[config.mk]
export PLATFORM = sky130hd
export DESIGN_NAME = mem_port_arbiter_flat
export DESIGN_NICKNAME = d
export VERILOG_FILES = /design/src/rtl/mem_port_arbiter_if.sv /design/src/rtl/mem_port_arbiter.sv /design/src/flat_wrapper.sv
export SDC_FILE = /design/constraint.sdc
export NUM_CORES = 1
export LEC_CHECK = 0
export CORE_MARGIN = 3
export CORE_UTILIZATION = 44
export DETAILED_ROUTE_END_ITERATION = 6
export GPL_TIMING_DRIVEN = 0
export PLACE_DENSITY = 0.87
export SLEW_MARGIN = 0
export SYNTH_ARGS = -nofsm -noshare
export SYNTH_HDL_FRONTEND = slang
export SYNTH_SLANG_ARGS = --single-unit
[constraint.sdc]
create_clock -name clk -period 7.5 [get_ports clk]
set_clock_uncertainty 0.2 [all_clocks]
set_input_delay 2.25 -clock clk [delete_from_list [all_inputs] [get_ports clk]]
set_output_delay 2.25 -clock clk [all_outputs]
set_load 0.05 [all_outputs]
[src/rtl/mem_port_arbiter_if.sv]
// Fetch, data-access and memory-side signals of the unified memory port arbiter.
// slave is the arbiter's view; master is the view of the cores plus memory around it.
interface mem_port_arbiter_if;
   logic        if_req;
   logic [31:0] if_addr;
   logic        if_ready;
   logic [31:0] if_rdata;

   logic        ma_req;
   logic        ma_we;
   logic [2:0]  ma_funct3;
   logic [31:0] ma_addr;
   logic [31:0] ma_wdata;
   logic        ma_ready;
   logic [31:0] ma_rdata;
   logic        ma_misaligned;

   logic        mem_req;
   logic        mem_we;
   logic [3:0]  mem_be;
   logic [31:0] mem_addr;
   logic [31:0] mem_wdata;
   logic        mem_ack;
   logic [31:0] mem_rdata;

   modport slave (
      input  if_req, if_addr,
      output if_ready, if_rdata,
      input  ma_req, ma_we, ma_funct3, ma_addr, ma_wdata,
      output ma_ready, ma_rdata, ma_misaligned,
      output mem_req, mem_we, mem_be, mem_addr, mem_wdata,
      input  mem_ack, mem_rdata
   );

   modport master (
      output if_req, if_addr,
      input  if_ready, if_rdata,
      output ma_req, ma_we, ma_funct3, ma_addr, ma_wdata,
      input  ma_ready, ma_rdata, ma_misaligned,
      input  mem_req, mem_we, mem_be, mem_addr, mem_wdata,
      output mem_ack, mem_rdata
   );
endinterface

[src/rtl/mem_port_arbiter.sv]
// Shares one memory port between fetch and the memory-access stage: MA priority with a bounded
// fetch starvation count, plus load/store lane handling and misalignment rejection for MA.
module mem_port_arbiter #(
   parameter int unsigned STARVE_MAX = 4
) (
   input logic               clk,
   input logic               rst,
   mem_port_arbiter_if.slave bus
);

   typedef enum logic [1:0] {StIdle, StBusyIf, StBusyMa, StResp} state_e;

   localparam logic [3:0] StarveMax = 4'(STARVE_MAX);

   localparam logic [2:0] F3Byte   = 3'b000;
   localparam logic [2:0] F3Half   = 3'b001;
   localparam logic [2:0] F3Word   = 3'b010;
   localparam logic [2:0] F3ByteU  = 3'b100;
   localparam logic [2:0] F3HalfU  = 3'b101;

   state_e      state_q, state_d;
   logic [3:0]  starve_q, starve_d;
   logic [2:0]  f3_q, f3_d;
   logic [1:0]  off_q, off_d;

   logic        if_ready_q, if_ready_d;
   logic [31:0] if_rdata_q, if_rdata_d;
   logic        ma_ready_q, ma_ready_d;
   logic [31:0] ma_rdata_q, ma_rdata_d;
   logic        ma_mis_q, ma_mis_d;
   logic        mem_req_q, mem_req_d;
   logic        mem_we_q, mem_we_d;
   logic [3:0]  mem_be_q, mem_be_d;
   logic [31:0] mem_addr_q, mem_addr_d;
   logic [31:0] mem_wdata_q, mem_wdata_d;

   logic        ma_fault;
   logic [3:0]  st_be;
   logic [31:0] st_wdata;
   logic [31:0] ld_shift;
   logic [31:0] ld_data;
   logic        grant_ma;
   logic [1:0]  ma_off;

   assign ma_off = bus.ma_addr[1:0];

   // Request-side decode, evaluated on the live MA inputs at grant time.
   always_comb begin
      ma_fault = 1'b0;
      st_be    = 4'b1111;
      st_wdata = bus.ma_wdata;
      if (bus.ma_we) begin
         case (bus.ma_funct3)
            F3Byte: begin
               st_be    = 4'b0001 << ma_off;
               st_wdata = {4{bus.ma_wdata[7:0]}};
            end
            F3Half: begin
               st_be    = 4'b0011 << ma_off;
               st_wdata = {2{bus.ma_wdata[15:0]}};
               ma_fault = ma_off[0];
            end
            F3Word:  ma_fault = (ma_off != 2'b00);
            default: ma_fault = 1'b1;
         endcase
      end else begin
         case (bus.ma_funct3)
            F3Byte, F3ByteU: ma_fault = 1'b0;
            F3Half, F3HalfU: ma_fault = ma_off[0];
            F3Word:          ma_fault = (ma_off != 2'b00);
            default:         ma_fault = 1'b1;
         endcase
      end
   end

   // Load extraction uses the size and offset latched at grant.
   always_comb begin
      ld_shift = bus.mem_rdata >> {off_q, 3'b000};
      case (f3_q)
         F3Byte:  ld_data = {{24{ld_shift[7]}}, ld_shift[7:0]};
         F3ByteU: ld_data = {24'h0, ld_shift[7:0]};
         F3Half:  ld_data = {{16{ld_shift[15]}}, ld_shift[15:0]};
         F3HalfU: ld_data = {16'h0, ld_shift[15:0]};
         default: ld_data = ld_shift;
      endcase
   end

   assign grant_ma = bus.ma_req && !(bus.if_req && (starve_q == StarveMax));

   always_comb begin
      state_d     = state_q;
      starve_d    = starve_q;
      f3_d        = f3_q;
      off_d       = off_q;
      if_ready_d  = 1'b0;
      if_rdata_d  = if_rdata_q;
      ma_ready_d  = 1'b0;
      ma_rdata_d  = ma_rdata_q;
      ma_mis_d    = 1'b0;
      mem_req_d   = mem_req_q;
      mem_we_d    = mem_we_q;
      mem_be_d    = mem_be_q;
      mem_addr_d  = mem_addr_q;
      mem_wdata_d = mem_wdata_q;

      case (state_q)
         StIdle: begin
            if (grant_ma) begin
               if (!bus.if_req) begin
                  starve_d = 4'd0;
               end else if (starve_q != StarveMax) begin
                  starve_d = starve_q + 4'd1;
               end
               if (ma_fault) begin
                  // Rejected accesses skip the memory cycle entirely.
                  state_d    = StResp;
                  ma_ready_d = 1'b1;
                  ma_mis_d   = 1'b1;
                  ma_rdata_d = 32'h0;
               end else begin
                  state_d     = StBusyMa;
                  f3_d        = bus.ma_funct3;
                  off_d       = ma_off;
                  mem_req_d   = 1'b1;
                  mem_we_d    = bus.ma_we;
                  mem_be_d    = bus.ma_we ? st_be : 4'b1111;
                  mem_addr_d  = {bus.ma_addr[31:2], 2'b00};
                  mem_wdata_d = bus.ma_we ? st_wdata : 32'h0;
               end
            end else if (bus.if_req) begin
               starve_d    = 4'd0;
               state_d     = StBusyIf;
               mem_req_d   = 1'b1;
               mem_we_d    = 1'b0;
               mem_be_d    = 4'b1111;
               mem_addr_d  = {bus.if_addr[31:2], 2'b00};
               mem_wdata_d = 32'h0;
            end
         end
         StBusyIf: begin
            if (bus.mem_ack) begin
               state_d    = StResp;
               mem_req_d  = 1'b0;
               if_ready_d = 1'b1;
               if_rdata_d = bus.mem_rdata;
            end
         end
         StBusyMa: begin
            if (bus.mem_ack) begin
               state_d    = StResp;
               mem_req_d  = 1'b0;
               ma_ready_d = 1'b1;
               ma_rdata_d = mem_we_q ? 32'h0 : ld_data;
            end
         end
         StResp: begin
            // No arbitration here so requesters can drop or renew their request.
            state_d = StIdle;
         end
         default: state_d = StIdle;
      endcase
   end

   always_ff @(posedge clk or posedge rst) begin
      if (rst) begin
         state_q     <= StIdle;
         starve_q    <= 4'd0;
         f3_q        <= 3'd0;
         off_q       <= 2'd0;
         if_ready_q  <= 1'b0;
         if_rdata_q  <= 32'h0;
         ma_ready_q  <= 1'b0;
         ma_rdata_q  <= 32'h0;
         ma_mis_q    <= 1'b0;
         mem_req_q   <= 1'b0;
         mem_we_q    <= 1'b0;
         mem_be_q    <= 4'h0;
         mem_addr_q  <= 32'h0;
         mem_wdata_q <= 32'h0;
      end else begin
         state_q     <= state_d;
         starve_q    <= starve_d;
         f3_q        <= f3_d;
         off_q       <= off_d;
         if_ready_q  <= if_ready_d;
         if_rdata_q  <= if_rdata_d;
         ma_ready_q  <= ma_ready_d;
         ma_rdata_q  <= ma_rdata_d;
         ma_mis_q    <= ma_mis_d;
         mem_req_q   <= mem_req_d;
         mem_we_q    <= mem_we_d;
         mem_be_q    <= mem_be_d;
         mem_addr_q  <= mem_addr_d;
         mem_wdata_q <= mem_wdata_d;
      end
   end

   assign bus.if_ready      = if_ready_q;
   assign bus.if_rdata      = if_rdata_q;
   assign bus.ma_ready      = ma_ready_q;
   assign bus.ma_rdata      = ma_rdata_q;
   assign bus.ma_misaligned = ma_mis_q;
   assign bus.mem_req       = mem_req_q;
   assign bus.mem_we        = mem_we_q;
   assign bus.mem_be        = mem_be_q;
   assign bus.mem_addr      = mem_addr_q;
   assign bus.mem_wdata     = mem_wdata_q;

endmodule

[src/flat_wrapper.sv]
// flat-port wrapper written by rule: the top's interface ports become plain ports
module mem_port_arbiter_flat 
#(
   parameter int unsigned STARVE_MAX = 4
)
  (clk, rst, bus_if_req, bus_if_addr, bus_if_ready, bus_if_rdata, bus_ma_req, bus_ma_we, bus_ma_funct3, bus_ma_addr, bus_ma_wdata, bus_ma_ready, bus_ma_rdata, bus_ma_misaligned, bus_mem_req, bus_mem_we, bus_mem_be, bus_mem_addr, bus_mem_wdata, bus_mem_ack, bus_mem_rdata);
  mem_port_arbiter_if bus_i ();
  input logic clk;
  input logic rst;
  input wire logic [$bits(bus_i.if_req)-1:0] bus_if_req;
  input wire logic [$bits(bus_i.if_addr)-1:0] bus_if_addr;
  output wire logic [$bits(bus_i.if_ready)-1:0] bus_if_ready;
  output wire logic [$bits(bus_i.if_rdata)-1:0] bus_if_rdata;
  input wire logic [$bits(bus_i.ma_req)-1:0] bus_ma_req;
  input wire logic [$bits(bus_i.ma_we)-1:0] bus_ma_we;
  input wire logic [$bits(bus_i.ma_funct3)-1:0] bus_ma_funct3;
  input wire logic [$bits(bus_i.ma_addr)-1:0] bus_ma_addr;
  input wire logic [$bits(bus_i.ma_wdata)-1:0] bus_ma_wdata;
  output wire logic [$bits(bus_i.ma_ready)-1:0] bus_ma_ready;
  output wire logic [$bits(bus_i.ma_rdata)-1:0] bus_ma_rdata;
  output wire logic [$bits(bus_i.ma_misaligned)-1:0] bus_ma_misaligned;
  output wire logic [$bits(bus_i.mem_req)-1:0] bus_mem_req;
  output wire logic [$bits(bus_i.mem_we)-1:0] bus_mem_we;
  output wire logic [$bits(bus_i.mem_be)-1:0] bus_mem_be;
  output wire logic [$bits(bus_i.mem_addr)-1:0] bus_mem_addr;
  output wire logic [$bits(bus_i.mem_wdata)-1:0] bus_mem_wdata;
  input wire logic [$bits(bus_i.mem_ack)-1:0] bus_mem_ack;
  input wire logic [$bits(bus_i.mem_rdata)-1:0] bus_mem_rdata;
  assign bus_i.if_req = bus_if_req;
  assign bus_i.if_addr = bus_if_addr;
  assign bus_if_ready = bus_i.if_ready;
  assign bus_if_rdata = bus_i.if_rdata;
  assign bus_i.ma_req = bus_ma_req;
  assign bus_i.ma_we = bus_ma_we;
  assign bus_i.ma_funct3 = bus_ma_funct3;
  assign bus_i.ma_addr = bus_ma_addr;
  assign bus_i.ma_wdata = bus_ma_wdata;
  assign bus_ma_ready = bus_i.ma_ready;
  assign bus_ma_rdata = bus_i.ma_rdata;
  assign bus_ma_misaligned = bus_i.ma_misaligned;
  assign bus_mem_req = bus_i.mem_req;
  assign bus_mem_we = bus_i.mem_we;
  assign bus_mem_be = bus_i.mem_be;
  assign bus_mem_addr = bus_i.mem_addr;
  assign bus_mem_wdata = bus_i.mem_wdata;
  assign bus_i.mem_ack = bus_mem_ack;
  assign bus_i.mem_rdata = bus_mem_rdata;
  mem_port_arbiter #(.STARVE_MAX(STARVE_MAX)) u_core (.clk(clk), .rst(rst), .bus(bus_i));
endmodule
* After elaboration in Yosys (flattened, before gate mapping)
Cells that the tools add are included.
** Operators by class
- Add/sub/neg operators :: 1
- Multipliers :: 0
- Divide/modulo/power cells :: 0
- $lt $le $gt $ge :: 0
- Equality and inequality tests :: 20
- Shift operators :: 3
- Multiplexer cells :: 45
- Bitwise operators :: 1
- Reduce and logical (&&, ||, !) cells :: 20
** Operator list (number)
- 32-bit two-way mux :: 11
- 32-bit one-hot mux with 2 select lines :: 2
- 32-bit one-hot mux with 4 select lines :: 1
- 4-bit two-way mux :: 8
- 32-bit by 5-bit right shift with 32-bit output :: 1
- 1-bit two-way mux :: 14
- 3-bit equality test, second input constant :: 4
- 3-bit AND reduction :: 3
- 4-bit one-hot mux with 2 select lines :: 1
- 4-bit AND reduction :: 2
- 2-bit nonzero test :: 4
- 3-bit by 1-bit equality test with 1-bit output, second input constant :: 2
- 3-bit logical NOT :: 2
- 2-bit two-way mux :: 3
- 2-bit by 1-bit != test with 1-bit output, second input constant :: 3
- 3-bit != test, second input constant :: 2
- 1-bit one-hot mux with 3 select lines :: 2
- 2-bit one-hot mux with 3 select lines :: 1
- 2-bit OR reduction :: 3
- 4-bit by 1-bit adder with 4-bit output, second input constant :: 1
- 2-bit equality test, second input constant :: 2
- 4-bit by 3-bit equality test with 1-bit output, second input constant :: 1
- 2-bit != test, second input constant :: 2
- 4-bit by 3-bit != test with 1-bit output, second input constant :: 1
- 11 further kinds :: 14
** Word-level totals
- Register bits :: 148
- Bits in latches :: 0
- RAM bits :: 0
- Memory bits (read-only) :: 0
- Input bits :: 137
- Output and inout bits :: 137
- Word-level logic and storage cells :: 104
- Memories :: 0

* Longest topological paths before layout
- Depth after elaboration :: 7
- Gate-level depth with buffers :: 9
- Depth with buffers taken out :: 7

* Least setup slack after synthesis
OpenSTA, ideal clock, no wires.
- Path type :: input to register
- Start point :: input bus_ma_funct3[0]
- End point :: register u_core.mem_wdata_q[10], in the netlist u_core.bus.mem_wdata[10]
- Setup time :: 121 ps
- Data arrival time :: 3551 ps
- Data required time :: 7179 ps
- Setup slack :: 3628 ps
- Cell stages on the path :: 7
- Buffers on the path :: 3
- Path through :: buf_2 > a221oi_1 > nor4_1 > nand2b_1 > buf_4 > buf_2 > a22o_1
** On the way
- Cells in the longest elaborated chain, start to end :: 6
- Elaborated cells on any way between the ends :: 16
- Classes of those cells :: eq/ne (5); mux (7); reduce/logical (4)
** RTL lines
- start: declaration :: line flat_wrapper.sv:16 : input wire logic [$bits(bus_i.ma_funct3)-1:0] bus_ma_funct3;
- 3-bit by 1-bit equality test with 1-bit output (tied with other cells) :: line mem_port_arbiter.sv:53, mem_port_arbiter.sv:67
- 2-bit OR reduction :: line mem_port_arbiter.sv:67 : case (bus.ma_funct3)
- 1-bit one-hot mux with 3 select lines :: line mem_port_arbiter.sv:67
- 1-bit two-way mux :: line mem_port_arbiter.sv:52 : if (bus.ma_we) begin
- 2-bit != test (no source line)
- 3-bit AND reduction (no source line)
- end signal: assignment :: line mem_port_arbiter.sv:194 : mem_wdata_q <= mem_wdata_d;
- end: declaration :: line mem_port_arbiter.sv:35 : logic [31:0] mem_wdata_q, mem_wdata_d;
Several ways; a longest one is shown, not always the timed one. The select of a mux whose other input is x is not followed.
A chain may end at the register's enable or synchronous reset.

* Worst setup path in the final report
- Start point :: input bus_if_req
- End point :: register u_core.ma_rdata_q[31], in the netlist u_core.bus.ma_rdata[31]
** On the way
- Cells in the longest elaborated chain, start to end :: 5
** RTL lines
- start: declaration :: line flat_wrapper.sv:10 : input wire logic [$bits(bus_i.if_req)-1:0] bus_if_req;
- 1-bit logical AND :: line mem_port_arbiter.sv:88 : assign grant_ma = bus.ma_req && !(bus.if_req && (starve_q == StarveMax));
- 1-bit logical NOT :: line mem_port_arbiter.sv:88
- 1-bit logical AND :: line mem_port_arbiter.sv:88
- 2-bit by 1-bit != test with 1-bit output (no source line)
- 4-bit AND reduction (no source line)
- end signal: assignment :: line mem_port_arbiter.sv:188 : ma_rdata_q <= ma_rdata_d;
- end: declaration :: line mem_port_arbiter.sv:29 : logic [31:0] ma_rdata_q, ma_rdata_d;
Every way passes these cells.

==> flow_summary.yaml <==
global_routing:
  track_usage_pct: 26.9
  grt_pass1_wl_um: 34600
  antenna_found_initial: 0
  grt.busiest_layer: "met2"
  grtUsageMet1_pct: 31.3
  grt_start_max_net_pins: 88
  grt-ovfl-total: 0
  use_met3_pct: 6.46
  grt_use_met2_pct: 47.4
  grt_pass1_vias: 6368
floorplanning:
  initial_utilization_pct: 46.0
  placementRows: 44
  dieArea_mm2: 0.0171
  core_area_mm2: 0.0149
  die_y_um: 131
  ios: 274
  dieWidth_um: 131
sta:
  worstMarginPinSlew_ns: 0.684
  rsz0062_at_grt: "false"
  min_period_ns: 4.20
  relSlewSlack_pct: 54.4
  fin_crit_sh_pct: 56.0
  setup_slack_ns: 3.30
  setup_violations: 0
  final_max_slew_viol_count: 0
  timing.fmax_mhz: 238
  hold_violations: 0
finish:
  fill_cells: 1088
  instances_no_fill: 1077
  area_delta_synth_final_pct: 52.1
  diodes: 0
  regArea_mm2: 0.00365
  nets: 1022
  layout-drive-gt1-share_pct: 16.3
  multi_input_area_mm2: 0.00297
place:
  gp_routability_congestion: 0.933
  dp_slack_ns: 2.88
  dp_cells: 1045
  hpwlAfterDp_um: 17800
  port_buffers: 267
setup_path:
  start_kind: "primary input"
  crit_path_top_delay_cell: "nor4_4"
  crit_required_ns: 7.65
  crit_buf_inv: 2
  end_kind: "register"
  arrival_ns: 4.35
  cp_max_fo: 10
  crit_type: "in -> reg"
  worstPathCellList: "clkdlybuf4s50_1, and4b_4, o21ai_0, nand2_2, nor4_4, buf_6, a221o_2"
  slowest_delay_ns: 0.53
  critPathTopFamily: "simple AND/OR/NAND/NOR gates"
clocking:
  clkSinkCount: 146
  clk_pin_slew_ns: 0.06
  clockBufferDepth: 2
  cts_tree: "done"
  clk_latency_ns: 0.42
  numCtsBuffers: 17
  cts.repair.resized: 0
  htree_levels: 4
  postCtsHoldBufs: 0
  root_buffer: "clkbuf_16"
  post_cts_buffers: 0
drt:
  drtIter0Drc: 363
  ant_nets: 0
  drcViolationCount: 0
  via_count: 6092
  wl_um: 22800
  viasPerCell: 5.66
  wl_per_cell_um: 21.2
  dr.pass1.iters: 5
synth:
  synth_top_cell_by_area: "dfrtp_1"
  synth_top_family_by_area: "multiplexers"
  syn_inst: 592
  yosysTopAreaCellShare_pct: 53.4
  synth_ff_type: "dfrtp_1"
  synthMuxAreaShare_pct: 17.1
  ys_top_cells_by_area: "dfrtp_1, mux2_2, mux2i_1"
  synth-simple-area-share_pct: 10.1
  syn_avg_cell_area_um2: 11.6
  synth_cell_types: 50
  synth_edf_count: 0
  ys_seq_area_share_pct: 53.4
  ys_warn_count: 0
  synth_compound_area_share_pct: 15.0
  ys_seq_elements: 146
  synthArstFlopShare_pct: 100
  synth_fa_ha_area_share_pct: 0.914
  syn_area_mm2: 0.00684
  synthXorXnorAreaFrac_pct: 0.128
power:
  p_leak_uw: 0.00453
  vdd_drop_max_mv: 0.248
  power_density_mw_per_mm2: 465
outcome:
  status: "completed"
hold_path:
  hold_class: "reg -> reg"
flow_run:
  maxCapViolCount: 0
==> where the power goes <==
group          total [uW]  internal, uW  switching, uW
registers            1290          1100            190
clock network         896           567            328
logic                2660           939           1720
==> layer usage <==
metal | vias to the layer above | wire length [um] | part of all wire, %
li1 | 2732 | - | -
met1 | 2983 | 8660 | 38
met2 | 324 | 11700 | 51
met3 | 53 | 1720 | 7.5
met4 | 0 | 735 | 3.2
met5 | - | 0 | 0
==> logic make-up after synthesis <==
| logic type | Yosys count |
|---|---|
| xor+xnor | 1 |
| compound gates | 147 |
| other cells | 1 |
| buf+inv | 49 |
| flops | 146 |
| fa+ha+maj | 5 |
| simple gates | 134 |
| mux | 109 |
==> final timing paths <==
kind                                                     start                              endpoint  slack [ns]  cells past startpoint
max                                                 bus_if_req   u_core.bus.ma_rdata[31]$_DFFE_PP0P_        3.30                      7
min                        u_core.bus.mem_addr[18]$_DFFE_PP0P_   u_core.bus.mem_addr[18]$_DFFE_PP0P_        0.28                      2
max reg2reg                     u_core.starve_q[0]$_DFFE_PP0P_   u_core.bus.ma_rdata[31]$_DFFE_PP0P_        5.01                      8
min reg2reg                u_core.bus.mem_addr[18]$_DFFE_PP0P_   u_core.bus.mem_addr[18]$_DFFE_PP0P_        0.28                      2
max in group asynchronous                                  rst  u_core.bus.mem_wdata[27]$_DFFE_PP0P_        4.22                      3
min in group asynchronous                                  rst   u_core.bus.if_rdata[30]$_DFFE_PP0P_        2.07                      2
==> registers in the layout, summed over array words and instances (netlist names) <==
signal and count:
u_core.bus.mem_wdata 32, u_core.bus.if_ready 1, u_core.bus.mem_we 1, u_core.bus.mem_be 4
u_core.bus.ma_misaligned 1, u_core.bus.mem_addr 30, u_core.state_q 2, u_core.bus.ma_rdata 32
u_core.bus.mem_req 1, u_core.bus.ma_ready 1, u_core.off_q 2, u_core.bus.if_rdata 32
u_core.f3_q 3, u_core.starve_q 4
==> area by class of cell <==
type	instances	area share [%]
Buffer	41	1.90
Clock buffer	24	4.82
Clock inverter	8	1.19
Inverter	8	0.337
Multi-Input combinational cell	398	28.5
Sequential cell	146	35.1
Tap cell	184	2.21
Timing Repair Buffer	268	25.9
==> cell usage in the layout, fill, tap and decap left out, types with 6 or more instances in the layout <==
cell             instances
nor2_1                  20
inv_1                    7
o31ai_1                 15
a22o_1                  24
a221o_2                 10
dfrtp_1                146
nand2_1                 65
mux2i_1                 57
clkbuf_16               17
clkbuf_1                14
a221o_1                  6
or2_2                   18
a21oi_1                 23
buf_2                   19
clkdlybuf4s50_1        267
a221oi_1                 6
mux2_2                  51
o21ai_0                 50
==> Yosys cell counts (2+ instances only) <==
| cell type | instances |
|---|---|
| dfrtp_1 | 146 |
| nand2_1 | 65 |
| mux2i_1 | 57 |
| mux2_2 | 51 |
| o21ai_0 | 50 |
| a22o_1 | 24 |
| a21oi_1 | 23 |
| nor2_1 | 20 |
| buf_2 | 19 |
| or2_2 | 18 |
| o31ai_1 | 15 |
| clkbuf_1 | 12 |
| a221o_2 | 10 |
| inv_1 | 8 |
| a221o_1 | 6 |
| a221oi_1 | 6 |
| buf_1 | 5 |
| ha_1 | 5 |
| nand2b_1 | 5 |
| nor2b_1 | 5 |
| nand3_1 | 4 |
| buf_4 | 3 |
| o22a_1 | 3 |
| a21o_1 | 2 |
| a32o_1 | 2 |
| nand3b_1 | 2 |
| nor3b_1 | 2 |
| nor4_4 | 2 |
==> metrics by stage <==
step | hold slack [ns] | cell area, um2 | setup TNS (ns) | util [%] | total power [uW]
CTS | 0.282 | 10400 | 0 | 70.0 | 4860
finish | 0.277 | 10400 | 0 | 70.0 | 4840
global placement | 0.261 | 9750 | -123.60 | 65.6 | 3900
floorplan | 0.291 | 6850 | 0 | - | 3010
detailed placement | 0.269 | 9780 | 0 | 65.8 | 3950
global route | 0.300 | 10400 | 0 | 70.0 | 5060
==> worst reg2reg max path, delay by kind of cell, from the launching register on <==
kind / cells / cell delay [ns]
AO/OA/AOI/OAI: 2 / 0.40
adder cells (fa/ha/maj): 1 / 0.20
buffers and inverters: 2 / 0.28
flip-flops: 1 / 0.41
AND/OR/NAND/NOR: 3 / 0.93
Note: power is estimated with default switching activity, not from simulation.
